**config.mk**
```make
export PLATFORM = sky130hd
export DESIGN_NAME = segment_value_sampler
export DESIGN_NICKNAME = d
export VERILOG_FILES = /design/src/rtl/segment_value_sampler.sv
export SDC_FILE = /design/constraint.sdc
export NUM_CORES = 1
export LEC_CHECK = 0
export ABC_AREA = 1
export CORE_MARGIN = 2
export CORE_UTILIZATION = 59
export DETAILED_ROUTE_END_ITERATION = 8
export GPL_TIMING_DRIVEN = 0
export PLACE_DENSITY = 0.87
export SYNTH_ARGS = -nofsm -noshare
export SYNTH_HDL_FRONTEND = slang
export SYNTH_SLANG_ARGS = --single-unit
```
**constraint.sdc**
```tcl
create_clock -name in_clock -period 17.25 [get_ports in_clock]
set_clock_uncertainty 0.05 [all_clocks]
set_input_delay 3.45 -clock in_clock [delete_from_list [all_inputs] [get_ports in_clock]]
set_output_delay 3.45 -clock in_clock [all_outputs]
set_load 0.1 [all_outputs]
```
**src/rtl/segment_value_sampler.sv**
```systemverilog
// Draws a uniform value inside a (possibly half-open) segment by LFSR rejection sampling
// and writes it into one slot of the assignment vector. Optional: SEGMENT_SAMPLER_WEIGHT_REJECT_EN.
module segment_value_sampler #(
    parameter int NUM_VARS    = 3,
    parameter int VAR_WIDTH   = 8,
    parameter int INDEX_WIDTH = 2,
    parameter int MAX_TRIES   = 15
) (
    input  logic                          in_clock,
    input  logic                          in_reset,
    input  logic [15:0]                   in_seed,
    input  logic                          in_seed_load,
    input  logic                          in_start,
    input  logic [VAR_WIDTH-1:0]          in_segment_start,
    input  logic [VAR_WIDTH-1:0]          in_segment_end,
    input  logic [1:0]                    in_segment_type,
    input  logic [7:0]                    in_segment_weight,
    input  logic [INDEX_WIDTH-1:0]        in_variable_index,
    input  logic [NUM_VARS*VAR_WIDTH-1:0] in_current_assignment,
    output logic [NUM_VARS*VAR_WIDTH-1:0] out_new_assignment,
    output logic [VAR_WIDTH-1:0]          out_value,
    output logic                          out_busy,
    output logic                          out_done,
    output logic                          out_accepted,
    output logic                          out_error
);
    localparam int TRY_WIDTH = $clog2(MAX_TRIES + 1);
    localparam logic [15:0] LFSR_DEFAULT = 16'hACE1;
    localparam logic signed [VAR_WIDTH-1:0] VALUE_MIN = {1'b1, {(VAR_WIDTH-1){1'b0}}};
    localparam logic signed [VAR_WIDTH-1:0] VALUE_MAX = {1'b0, {(VAR_WIDTH-1){1'b1}}};
    localparam logic [INDEX_WIDTH:0] NUM_VARS_LIMIT = (INDEX_WIDTH+1)'(NUM_VARS);
    localparam logic [TRY_WIDTH-1:0] TRY_LIMIT = TRY_WIDTH'(MAX_TRIES);

    typedef enum logic [2:0] {IDLE, LOAD, DRAW, CHECK, WRITE, DONE} stateType;
    stateType stateReg, stateNext;

    logic [15:0]                   lfsrReg, lfsrNext;
    logic signed [VAR_WIDTH-1:0]   startReg, endReg, loReg, valueReg;
    logic signed [VAR_WIDTH-1:0]   loComb, hiComb;
    logic signed [VAR_WIDTH:0]     spanReg, spanComb;
    logic [VAR_WIDTH-1:0]          maskReg, maskComb, candReg;
    logic [TRY_WIDTH-1:0]          triesReg;
    logic [1:0]                    typeReg;
    logic [INDEX_WIDTH-1:0]        indexReg;
    logic [NUM_VARS*VAR_WIDTH-1:0] assignReg, newAssignReg, writtenVector;
    logic                          candHit, indexValid, weightReject;
    logic                          doneReg, acceptedReg, errorReg;
    logic                          captureStart;

    // Smallest all-ones mask covering a non-negative span.
    function automatic logic [VAR_WIDTH-1:0] maskFor(input logic signed [VAR_WIDTH:0] span);
        logic [VAR_WIDTH-1:0] m;
        m = '0;
        for (int i = 0; i < VAR_WIDTH; i++) begin
            if ($signed({1'b0, m}) < span) m = {m[VAR_WIDTH-2:0], 1'b1};
        end
        return m;
    endfunction

    assign lfsrNext     = {lfsrReg[14:0], lfsrReg[15] ^ lfsrReg[13] ^ lfsrReg[12] ^ lfsrReg[10]};
    assign loComb       = typeReg[0] ? startReg : VALUE_MIN;
    assign hiComb       = typeReg[1] ? endReg : VALUE_MAX;
    assign spanComb     = {hiComb[VAR_WIDTH-1], hiComb} - {loComb[VAR_WIDTH-1], loComb};
    assign maskComb     = maskFor(spanComb);
    assign candHit      = ({1'b0, candReg} <= spanReg);
    assign indexValid   = ({1'b0, indexReg} < NUM_VARS_LIMIT);
    assign captureStart = (stateReg == IDLE) && in_start && !in_seed_load;

    generate
        for (genvar gi = 0; gi < NUM_VARS; gi++) begin : gSlot
            assign writtenVector[gi*VAR_WIDTH +: VAR_WIDTH] =
                (indexReg == INDEX_WIDTH'(gi)) ? valueReg : assignReg[gi*VAR_WIDTH +: VAR_WIDTH];
        end
    endgenerate

`ifdef SEGMENT_SAMPLER_WEIGHT_REJECT_EN
    logic [7:0] weightReg;
    assign weightReject = (lfsrReg[15:8] >= weightReg);

    always_ff @(posedge in_clock or negedge in_reset) begin
        if (!in_reset)         weightReg <= '0;
        else if (captureStart) weightReg <= in_segment_weight;
    end
`else
    logic unusedWeight;
    assign unusedWeight = ^in_segment_weight;
    assign weightReject = 1'b0;
`endif

    always_ff @(posedge in_clock or negedge in_reset) begin
        if (!in_reset) stateReg <= IDLE;
        else           stateReg <= stateNext;
    end

    always_comb begin
        stateNext = stateReg;
        case (stateReg)
            IDLE:    if (captureStart) stateNext = LOAD;
            LOAD:    stateNext = spanComb[VAR_WIDTH] ? DONE : DRAW;
            DRAW:    stateNext = CHECK;
            CHECK:   stateNext = (candHit || triesReg == TRY_LIMIT) ? WRITE : DRAW;
            WRITE:   stateNext = DONE;
            DONE:    stateNext = IDLE;
            default: stateNext = IDLE;
        endcase
    end

    always_comb begin
        out_busy           = (stateReg != IDLE);
        out_done           = doneReg;
        out_value          = valueReg;
        out_new_assignment = newAssignReg;
        out_accepted       = acceptedReg;
        out_error          = errorReg;
    end

    always_ff @(posedge in_clock or negedge in_reset) begin
        if (!in_reset) begin
            lfsrReg      <= LFSR_DEFAULT;
            startReg     <= '0;
            endReg       <= '0;
            typeReg      <= '0;
            indexReg     <= '0;
            assignReg    <= '0;
            loReg        <= '0;
            spanReg      <= '0;
            maskReg      <= '0;
            candReg      <= '0;
            triesReg     <= '0;
            valueReg     <= '0;
            newAssignReg <= '0;
            doneReg      <= 1'b0;
            acceptedReg  <= 1'b0;
            errorReg     <= 1'b0;
        end else begin
            // Registered so the pulse lands the cycle after DONE.
            doneReg <= (stateReg == DONE);
            case (stateReg)
                IDLE: begin
                    if (in_seed_load) begin
                        lfsrReg <= (in_seed == 16'h0000) ? LFSR_DEFAULT : in_seed;
                    end else if (in_start) begin
                        startReg    <= in_segment_start;
                        endReg      <= in_segment_end;
                        typeReg     <= in_segment_type;
                        indexReg    <= in_variable_index;
                        assignReg   <= in_current_assignment;
                        acceptedReg <= 1'b0;
                        errorReg    <= 1'b0;
                    end
                end
                LOAD: begin
                    loReg    <= loComb;
                    spanReg  <= spanComb;
                    maskReg  <= maskComb;
                    triesReg <= '0;
                    if (spanComb[VAR_WIDTH]) begin
                        errorReg    <= 1'b1;
                        acceptedReg <= 1'b0;
                    end
                end
                DRAW: begin
                    lfsrReg  <= lfsrNext;
                    candReg  <= lfsrNext[VAR_WIDTH-1:0] & maskReg;
                    triesReg <= triesReg + 1'b1;
                end
                CHECK: begin
                    if (candHit) begin
                        valueReg <= loReg + candReg;
                    end else if (triesReg == TRY_LIMIT) begin
                        valueReg <= loReg;
                        errorReg <= 1'b1;
                    end
                end
                WRITE: begin
                    if (weightReject) begin
                        newAssignReg <= assignReg;
                        acceptedReg  <= 1'b0;
                        errorReg     <= 1'b0;
                    end else if (!indexValid) begin
                        newAssignReg <= assignReg;
                        acceptedReg  <= 1'b0;
                        errorReg     <= 1'b1;
                    end else begin
                        newAssignReg <= writtenVector;
                        acceptedReg  <= 1'b1;
                    end
                end
                default: ;
            endcase
        end
    end
endmodule

```
==> results.yml, run 1 <==
status:
  status: "finished, final reports clean"
synthesis:
  ys_types: 45
  syn_area_sq_um: 7471
  async_reset_ff_share_pct: 100.0
  synth_edf_count: 0
  ys.flop_type: "dfrtp_1"
  synth_cells: 963
  syn_nets: 1080
  yosys_warnings: 0
  seq_area_frac_synth_pct: 45.35
  ys_seq_elements: 135
  syn_area_per_cell_sq_um: 7.758
cts:
  path_clk_slew_ps: 50
  clock_latency_ps: 420
  clkSinkCount: 135
  cts_resized: 0
  postCtsHoldBufs: 0
  cts_made_buffers: 17
  cts-root-buf: "clkbuf_16"
  cts_setup_buffers: 0
  clock_path_buffers: 2
  cts_tree: "yes"
  h-tree-depth: 4
routing:
  via_per_inst: 5.544
  vias: 7024
  drc: 0
  drt_iter0_drc: 613
  wl_um: 19050
  firstDrtPassIters: 5
  routedWlPerCell_um: 15.04
  ant_nets: 0
final_layout:
  stdcell_area_sq_um: 9304
  nets: 1199
  utilization_pct: 74.64
  num_antenna_cells: 0
  drive_above_1_share_pct: 6.393
  area_delta_synth_final_pct: 24.54
setup_path:
  cpLargestDelayFamily: "simple AND/OR/NAND/NOR gates"
  cpMaxStageDelayCell: "fa_1"
  crit_type: "reg2reg"
  cp-start-kind: "flip-flop"
  crit_path_end_kind: "flip-flop"
  critPathArrivalTime_ps: 9410
  critPathMostFrequentCell: "nand2_1"
  path_max_fanout: 8
  regToRegSetupSlack_ps: 8100
  reg2reg_from: "typeReg[0]"
  r2r_cells: 62
  timing.rr.end: "maskReg[2]"
  cp_data_required_time_ps: 17510
  crit_buf_inv: 10
  max_stage_delay_ps: 400
place:
  hpwl_um: 13560
  gp_congestion: 0.9115
  io_buffers: 99
  pre_cts_slack_ps: 8262
  dpl_cell_area_sq_um: 8706
floorplan:
  pin_count: 108
  die_w_um: 116.5
  die_height_um: 116.5
  rows: 41
  die_area_sq_um: 13580
  start_util_pct: 59.93
  core-area_sq_um: 12470
grt:
  grt_overflow_total: 0
  antenna_found_initial: 0
  grt_usage_pct: 29.86
  grt_pass1_wl_um: 31840
  first_global_vias: 6804
  grt_max_degree: 70
hold_path:
  min_to: "endReg[2]"
  hold_depth: 2
  min_path_type: "reg2reg"
  holdCritStartpoint: "endReg[2]"
sta:
  setup_viol_count_final: 0
  relSlewSlack_pct: 29.81
  min_period_over_period_pct: 53.04
  slew_viol_final: 0
  rsz0062_at_grt: "false"
  fin_ws_ps: 8100
  finalHoldViolations: 0
  setup_tns_ps: 0
  tightest_slew_ps: 1038
  period_needed_ps: 9150
  fmax_mhz: 109.3
run:
  maxCapViolCount: 0
==> state kept, by name, indices dropped and copies added, names as in the netlist <==
name                cells
assignReg              24
out_new_assignment     24
lfsrReg                16
spanReg                 9
candReg                 8
endReg                  8
loReg                   8
maskReg                 8
out_value               8
startReg                8
triesReg                4
stateReg                3
indexReg                2
typeReg                 2
out_accepted            1
out_done                1
out_error               1
==> cells in the mapped netlist (all sizes together), types with 4 or more instances <==
cell / number / area [sq um]
a31oi: 8 / 50.05
o211ai: 9 / 67.56
ha: 43 / 538.0
nand2: 323 / 1250
nor2: 72 / 296.5
or2: 7 / 46.30
a21oi: 27 / 138.9
nand3: 67 / 350.3
clkbuf: 23 / 86.33
nand3b: 4 / 30.03
xor2: 5 / 43.79
clkinv: 4 / 15.01
o21ai: 99 / 499.2
inv: 99 / 371.6
dfrtp: 127 / 3178
dfstp: 8 / 210.2
nor3: 4 / 20.02
xnor2: 5 / 43.79
nand4: 5 / 31.28
==> worst max-delay path by stage <==
stage	from	to	cells past startpoint
2_1_floorplan	typeReg[0]	maskReg[2]	62
3_3_place_gp	in_reset	maskReg[2]	1
3_5_place_dp	typeReg[0]	maskReg[2]	62
4_1_cts	typeReg[0]	maskReg[2]	62
5_1_grt	typeReg[0]	maskReg[2]	62
6_report	typeReg[0]	maskReg[2]	62
==> metal layers <==
metal | routed length [um] | global-route usage (%) | up-vias | part of all wire [%]
met5 | 0 | 0 | - | 0
met4 | 471 | 10.35 | 0 | 2.5
met3 | 1105 | 5.916 | 46 | 5.8
met2 | 9274 | 50.93 | 257 | 49
met1 | 8199 | 38.31 | 3353 | 43
li1 | - | - | 3368 | -
==> logic make-up (layout without fill, tap and decap cells) <==
family | Yosys count | after routing | share of synthesized area, %
adders and majority gates | 45 | 45 | 7.737
AOI/OAI and AO/OA | 157 | 157 | 11.64
buffers and inverters | 128 | 260 | 6.465
and+or+nand+nor | 488 | 488 | 27.63
xor gates and xnor gates | 10 | 10 | 1.172
DFF | 135 | 135 | 45.35
==> tightest hold or removal path, delay by kind of cell (launching register included) <==
| kind | cells | cell delay [ps] |
|---|---|---|
| flops | 1 | 330 |
| simple gates | 2 | 100 |
==> cell type report <==
type	instances	area (sq um)
Inverter	103	386.6
Clock buffer	26	509.2
Buffer	25	96.34
Fill cell	919	3162
Timing Repair Buffer	100	1020
Sequential cell	135	3388
Multi-Input combinational cell	700	3600
Tap cell	172	215.2
Clock inverter	6	88.84
==> cells in the final DEF, fill, tap and decap left out, types with 3 or more instances in the layout <==
cell and count:
nand2_1 312, dfrtp_1 127, clkdlybuf4s50_1 98, o21ai_0 97, inv_1 96, nor2_1 69, nand3_1 64, ha_1 43
clkbuf_1 27, a21oi_1 26, clkbuf_16 17, nand2_2 9, o211ai_1 9, a31oi_1 8, dfstp_2 8, or2_2 6
nand4_1 5, xnor2_1 5, xor2_1 5, clkbuf_8 5, nand3b_1 4, nor3_1 4, clkinv_1 4, inv_2 3
nand3_2 3, o22ai_1 3, o221ai_1 3
==> through the flow <==
stage               hold slack [ps]  instances
global placement              405.4       1234
detailed placement            408.6       1235
CTS                           423.7       1267
floorplan                     391.4        963
global route                  447.7       1267
finish                        420.4       1267
Power of run 1 is not shown: default switching activity piles up to over one toggle a cycle in this logic, so the estimate is an artifact.
==> run 2, diff against run 1 <==
--- a/config.mk
+++ b/config.mk
@@ -7,10 +7,10 @@
 export LEC_CHECK = 0
 export ABC_AREA = 1
 export CORE_MARGIN = 2
-export CORE_UTILIZATION = 59
+export CORE_UTILIZATION = 55
 export DETAILED_ROUTE_END_ITERATION = 8
 export GPL_TIMING_DRIVEN = 0
-export PLACE_DENSITY = 0.87
+export PLACE_DENSITY = 0.82
 export SYNTH_ARGS = -nofsm -noshare
 export SYNTH_HDL_FRONTEND = slang
 export SYNTH_SLANG_ARGS = --single-unit
==> constraint.sdc (replaced) <==
create_clock -name in_clock -period 8.9 [get_ports in_clock]
set_clock_uncertainty 0.05 [all_clocks]
set_input_delay 1.78 -clock in_clock [delete_from_list [all_inputs] [get_ports in_clock]]
set_output_delay 1.78 -clock in_clock [all_outputs]
set_load 0.1 [all_outputs]
==> results.yml, run 2 (synthesis results as in run 1) <==
floorplan:
  rows: 42
  die_height_um: 120.6
  start_util_pct: 56.42
  die_area_sq_um: 14530
  core-area_sq_um: 13240
  die_w_um: 120.6
  pin_count: 108
setup_path:
  path_max_fanout: 8
  critPathMostFrequentCell: "nand2_1"
  max_stage_delay_ps: 430
  timing.rr.end: "maskReg[2]"
  cpLargestDelayFamily: "simple AND/OR/NAND/NOR gates"
  reg2reg_from: "typeReg[0]"
  regToRegSetupSlack_ps: 740
  cp.depth: 58
  cp-start-kind: "flip-flop"
  crit_type: "reg2reg"
  cp-startpoint: "typeReg[0]"
  cp_data_required_time_ps: 9160
  crit_buf_inv: 8
  crit_path_end_kind: "flip-flop"
  r2r_cells: 58
  cpMaxStageDelayCell: "dfrtp_2"
  critPathArrivalTime_ps: 8420
final_layout:
  stdcell_area_sq_um: 9523
  layout_common_cells: "nand2_1 (307), dfrtp_1 (126), clkdlybuf4s50_1 (98), o21ai_0 (94), inv_1 (92)"
  area_delta_synth_final_pct: 27.47
  drive_above_1_share_pct: 9.140
  final_common_cell: "nand2_1"
  n_fill_cell: 994
  num_antenna_cells: 0
  nets: 1209
grt:
  grt_overflow_total: 0
  grt_pass1_wl_um: 32880
  met1_usage_pct: 36.58
  antenna_found_initial: 0
  grt_max_degree: 98
  grt_busiest_layer: "met2"
  gr-usage-met2_pct: 47.92
  first_global_vias: 6884
  grtUsageMet3_pct: 5.472
  grt_usage_pct: 28.46
sta:
  setup_viol_count_final: 0
  slew_viol_final: 0
  tightest_slew_ps: 1030
  finalHoldViolations: 0
  fmax_mhz: 122.5
  period_needed_ps: 8160
  relSlewSlack_pct: 30.38
  min_period_over_period_pct: 91.69
place:
  io_buffers: 99
  gp_congestion: 0.9188
  dpl_cell_area_sq_um: 8711
  hpwl_um: 13580
cts:
  clkSinkCount: 135
  clock_latency_ps: 430
  path_clk_slew_ps: 60
  clock_path_buffers: 2
  cts-root-buf: "clkbuf_16"
  cts_tree: "yes"
  postCtsHoldBufs: 0
  h-tree-depth: 4
  cts_made_buffers: 17
routing:
  drc: 0
  firstDrtPassIters: 6
  vias: 6965
  ant_nets: 0
  routedWlPerCell_um: 15.18
  via_per_inst: 5.437
  drt_iter0_drc: 518
  wl_um: 19440
hold_path:
  min_to: "assignReg[20]"
  min_path_type: "reg2reg"
  holdCritStartpoint: "assignReg[20]"
  hold_depth: 2
status:
  status: "finished, final reports clean"
run:
  maxCapViolCount: 0
## run 2: how the worst max path moves through the flow
stage	end
2_1_floorplan	maskReg[2]
3_3_place_gp	maskReg[2]
3_5_place_dp	maskReg[0]
4_1_cts	maskReg[0]
5_1_grt	maskReg[2]
6_report	maskReg[2]
## run 2: stage by stage
| stage | hold WS [ps] | utilization (%) | instances | worst slack, ps | setup TNS, ps |
|---|---|---|---|---|---|
| finish | 427.0 | 71.91 | 1281 | 740.0 | 0 |
| global route | 446.4 | 71.91 | 1281 | -81.83 | -280.3 |
| CTS | 426.8 | 70.74 | 1271 | 63.53 | 0 |
| detailed placement | 410.2 | 65.78 | 1239 | -48.59 | -163.6 |
| global placement | 409.0 | 65.56 | 1238 | 65.59 | 0 |
| floorplan | 391.4 | - | 963 | 1048 | 0 |
## run 2: layout make-up
cell class | count | area [sq um] | share of cell area (%)
Multi-Input combinational cell | 700 | 3662 | 38.46
Buffer | 24 | 92.59 | 0.9723
Clock inverter | 10 | 165.2 | 1.734
Inverter | 103 | 394.1 | 4.139
Tap cell | 176 | 220.2 | 2.312
Timing Repair Buffer | 111 | 1115 | 11.71
Sequential cell | 135 | 3390 | 35.59
Clock buffer | 22 | 484.2 | 5.085
## run 2: per-layer routing
layer  share of wire [%]  vias up  wire, um
met4                 1.9        0       378
met5                   0        -         0
li1                    -     3396         -
met2                  49      256      9599
met1                  43     3278      8268
met3                 6.2       35      1196
## run 2: repair_timing
action / in CTS / in global routing
pin swaps: 0 / 9
resized for setup: 3 / 23
setup buffers: 0 / 11
endpoints found under the setup margin: 8 / 8
## run 2: worst reg2reg max path: cells and delay by family (launching register included)
family,cells,cell delay (ps)
and+or+nand+nor,29,3010
AOI/OAI and AO/OA,14,2030
DFF,1,430
adders and majority gates,7,1870
buffers and inverters,8,640
Power of run 2 is left out for the same reason.
==> run 3, diff against run 2 <==
--- a/config.mk
+++ b/config.mk
@@ -7,10 +7,12 @@
 export LEC_CHECK = 0
 export ABC_AREA = 1
 export CORE_MARGIN = 2
-export CORE_UTILIZATION = 55
+export CORE_UTILIZATION = 64
+export CTS_CLUSTER_DIAMETER = 120
 export DETAILED_ROUTE_END_ITERATION = 8
+export DONT_BUFFER_PORTS = 1
 export GPL_TIMING_DRIVEN = 0
-export PLACE_DENSITY = 0.82
+export PLACE_DENSITY = 0.81
 export SYNTH_ARGS = -nofsm -noshare
 export SYNTH_HDL_FRONTEND = slang
 export SYNTH_SLANG_ARGS = --single-unit
==> results.yml, run 3 (synthesis results as in run 1) <==
cts:
  clock_path_buffers: 2
  h-tree-depth: 4
  clock_latency_ps: 430
  cts-root-buf: "clkbuf_16"
  path_clk_slew_ps: 60
  clkSinkCount: 135
  postCtsHoldBufs: 0
  cts_tree: "yes"
  cts_made_buffers: 17
setup_path:
  timing.rr.end: "maskReg[2]"
  r2r_cells: 61
  crit_path_end_kind: "flip-flop"
  max_stage_delay_ps: 460
  crit_type: "reg2reg"
  path_max_fanout: 8
  cp-start-kind: "flip-flop"
  cp_data_required_time_ps: 9160
  critPathMostFrequentCell: "nand2_1"
  regToRegSetupSlack_ps: 560
  reg2reg_from: "typeReg[0]"
  cp-startpoint: "typeReg[0]"
  critPathArrivalTime_ps: 8600
  cp-endpoint: "maskReg[2]"
  cpMaxStageDelayCell: "dfrtp_2"
run:
  maxCapViolCount: 0
sta:
  setup_viol_count_final: 0
  min_period_over_period_pct: 93.70
  setup_tns_ps: 0
  tightest_slew_ps: 1136
  whs_ps: 425.6
  fmax_mhz: 119.9
  finalHoldViolations: 0
  fin_ws_ps: 560.7
  period_needed_ps: 8339
  slew_viol_final: 0
  relSlewSlack_pct: 24.26
routing:
  via_per_inst: 5.671
  ant_nets: 0
  vias: 6499
  routedWlPerCell_um: 15.53
  drt_iter0_drc: 578
  wl_um: 17800
  drc: 0
  firstDrtPassIters: 4
place:
  io_buffers: 0
  gp_congestion: 0.9305
  pre_cts_slack_ps: -91.61
  hpwl_um: 12610
final_layout:
  num_antenna_cells: 0
  layout_common_cells: "nand2_1 (309), dfrtp_1 (126), o21ai_0 (95), inv_1 (92), nor2_1 (68)"
  nets: 1107
  area_delta_synth_final_pct: 12.14
  utilization_pct: 73.37
  drive_above_1_share_pct: 9.172
  final_common_cell: "nand2_1"
grt:
  first_global_vias: 6192
  grt_max_degree: 136
  grt_pass1_wl_um: 29660
  antenna_found_initial: 0
  grt_overflow_total: 0
  grt_usage_pct: 29.35
floorplan:
  start_util_pct: 65.43
  die_area_sq_um: 12550
  pin_count: 108
  rows: 39
  core-area_sq_um: 11420
  die_w_um: 112.0
  die_height_um: 112.0
status:
  status: "finished, final reports clean"
hold_path:
  min_path_type: "reg2reg"
[run 3: changes by cell type in the layout (fill, tap and decap cells not counted), sizes merged]
cell and delta:
clkdlybuf4s50 -98, buf -4, clkinv +2, bufinv -1
clkbuf -1, clkinvlp +1, inv -1
[run 3: metal layers]
metal	vias up	global-route usage, %	routed length (um)
li1	3192	-	-
met1	3084	40.35	7893
met2	186	46.34	8430
met3	37	6.156	1052
met4	0	11.46	427
met5	-	0	0
[run 3: how the worst min path moves through the flow]
stage                  start             to  slack (ps)  depth (start not counted)
3_5_place_dp       endReg[5]      endReg[5]         410                          2
4_1_cts        assignReg[19]  assignReg[19]         430                          2
6_report        assignReg[3]   assignReg[3]         430                          2
2_1_floorplan      endReg[2]      endReg[2]         390                          2
5_1_grt        assignReg[15]  assignReg[15]         450                          2
3_3_place_gp       endReg[2]      endReg[2]         410                          2
[run 3: layout make-up]
type / count / area, sq um
well taps: 143 / 178.9
flip-flops and latches: 135 / 3390
repair buffers: 9 / 67.56
fillers: 885 / 3040
plain buffers: 24 / 92.59
clock inverters: 11 / 147.6
multi-input cells: 700 / 3650
inverters: 103 / 391.6
clock buffers: 21 / 460.4
[run 3: stage by stage]
step,std cells,instance area (sq um)
3_3_place_gp,1106,7650
5_1_grt,1146,8378
4_1_cts,1138,8260
2_1_floorplan,963,7471
6_report,1146,8378
3_5_place_dp,1106,7650
[run 3: repair_timing]
item                       4_1_cts  5_1_grt
setup endpoints to repair        8        8
resized for setup                2       18
pin swaps                        0        8
hold endpoints to repair         0        0
setup buffers                    0        9
[run 3: worst max-delay path, delay by kind of cell (launching register included)]
| kind | cells | cell delay, ps |
|---|---|---|
| AO/OA/AOI/OAI | 11 | 1650 |
| adder cells (fa/ha/maj) | 7 | 1840 |
| buffers and inverters | 9 | 730 |
| flip-flops | 1 | 460 |
| AND/OR/NAND/NOR | 34 | 3500 |
Power of run 3 is left out for the same reason.
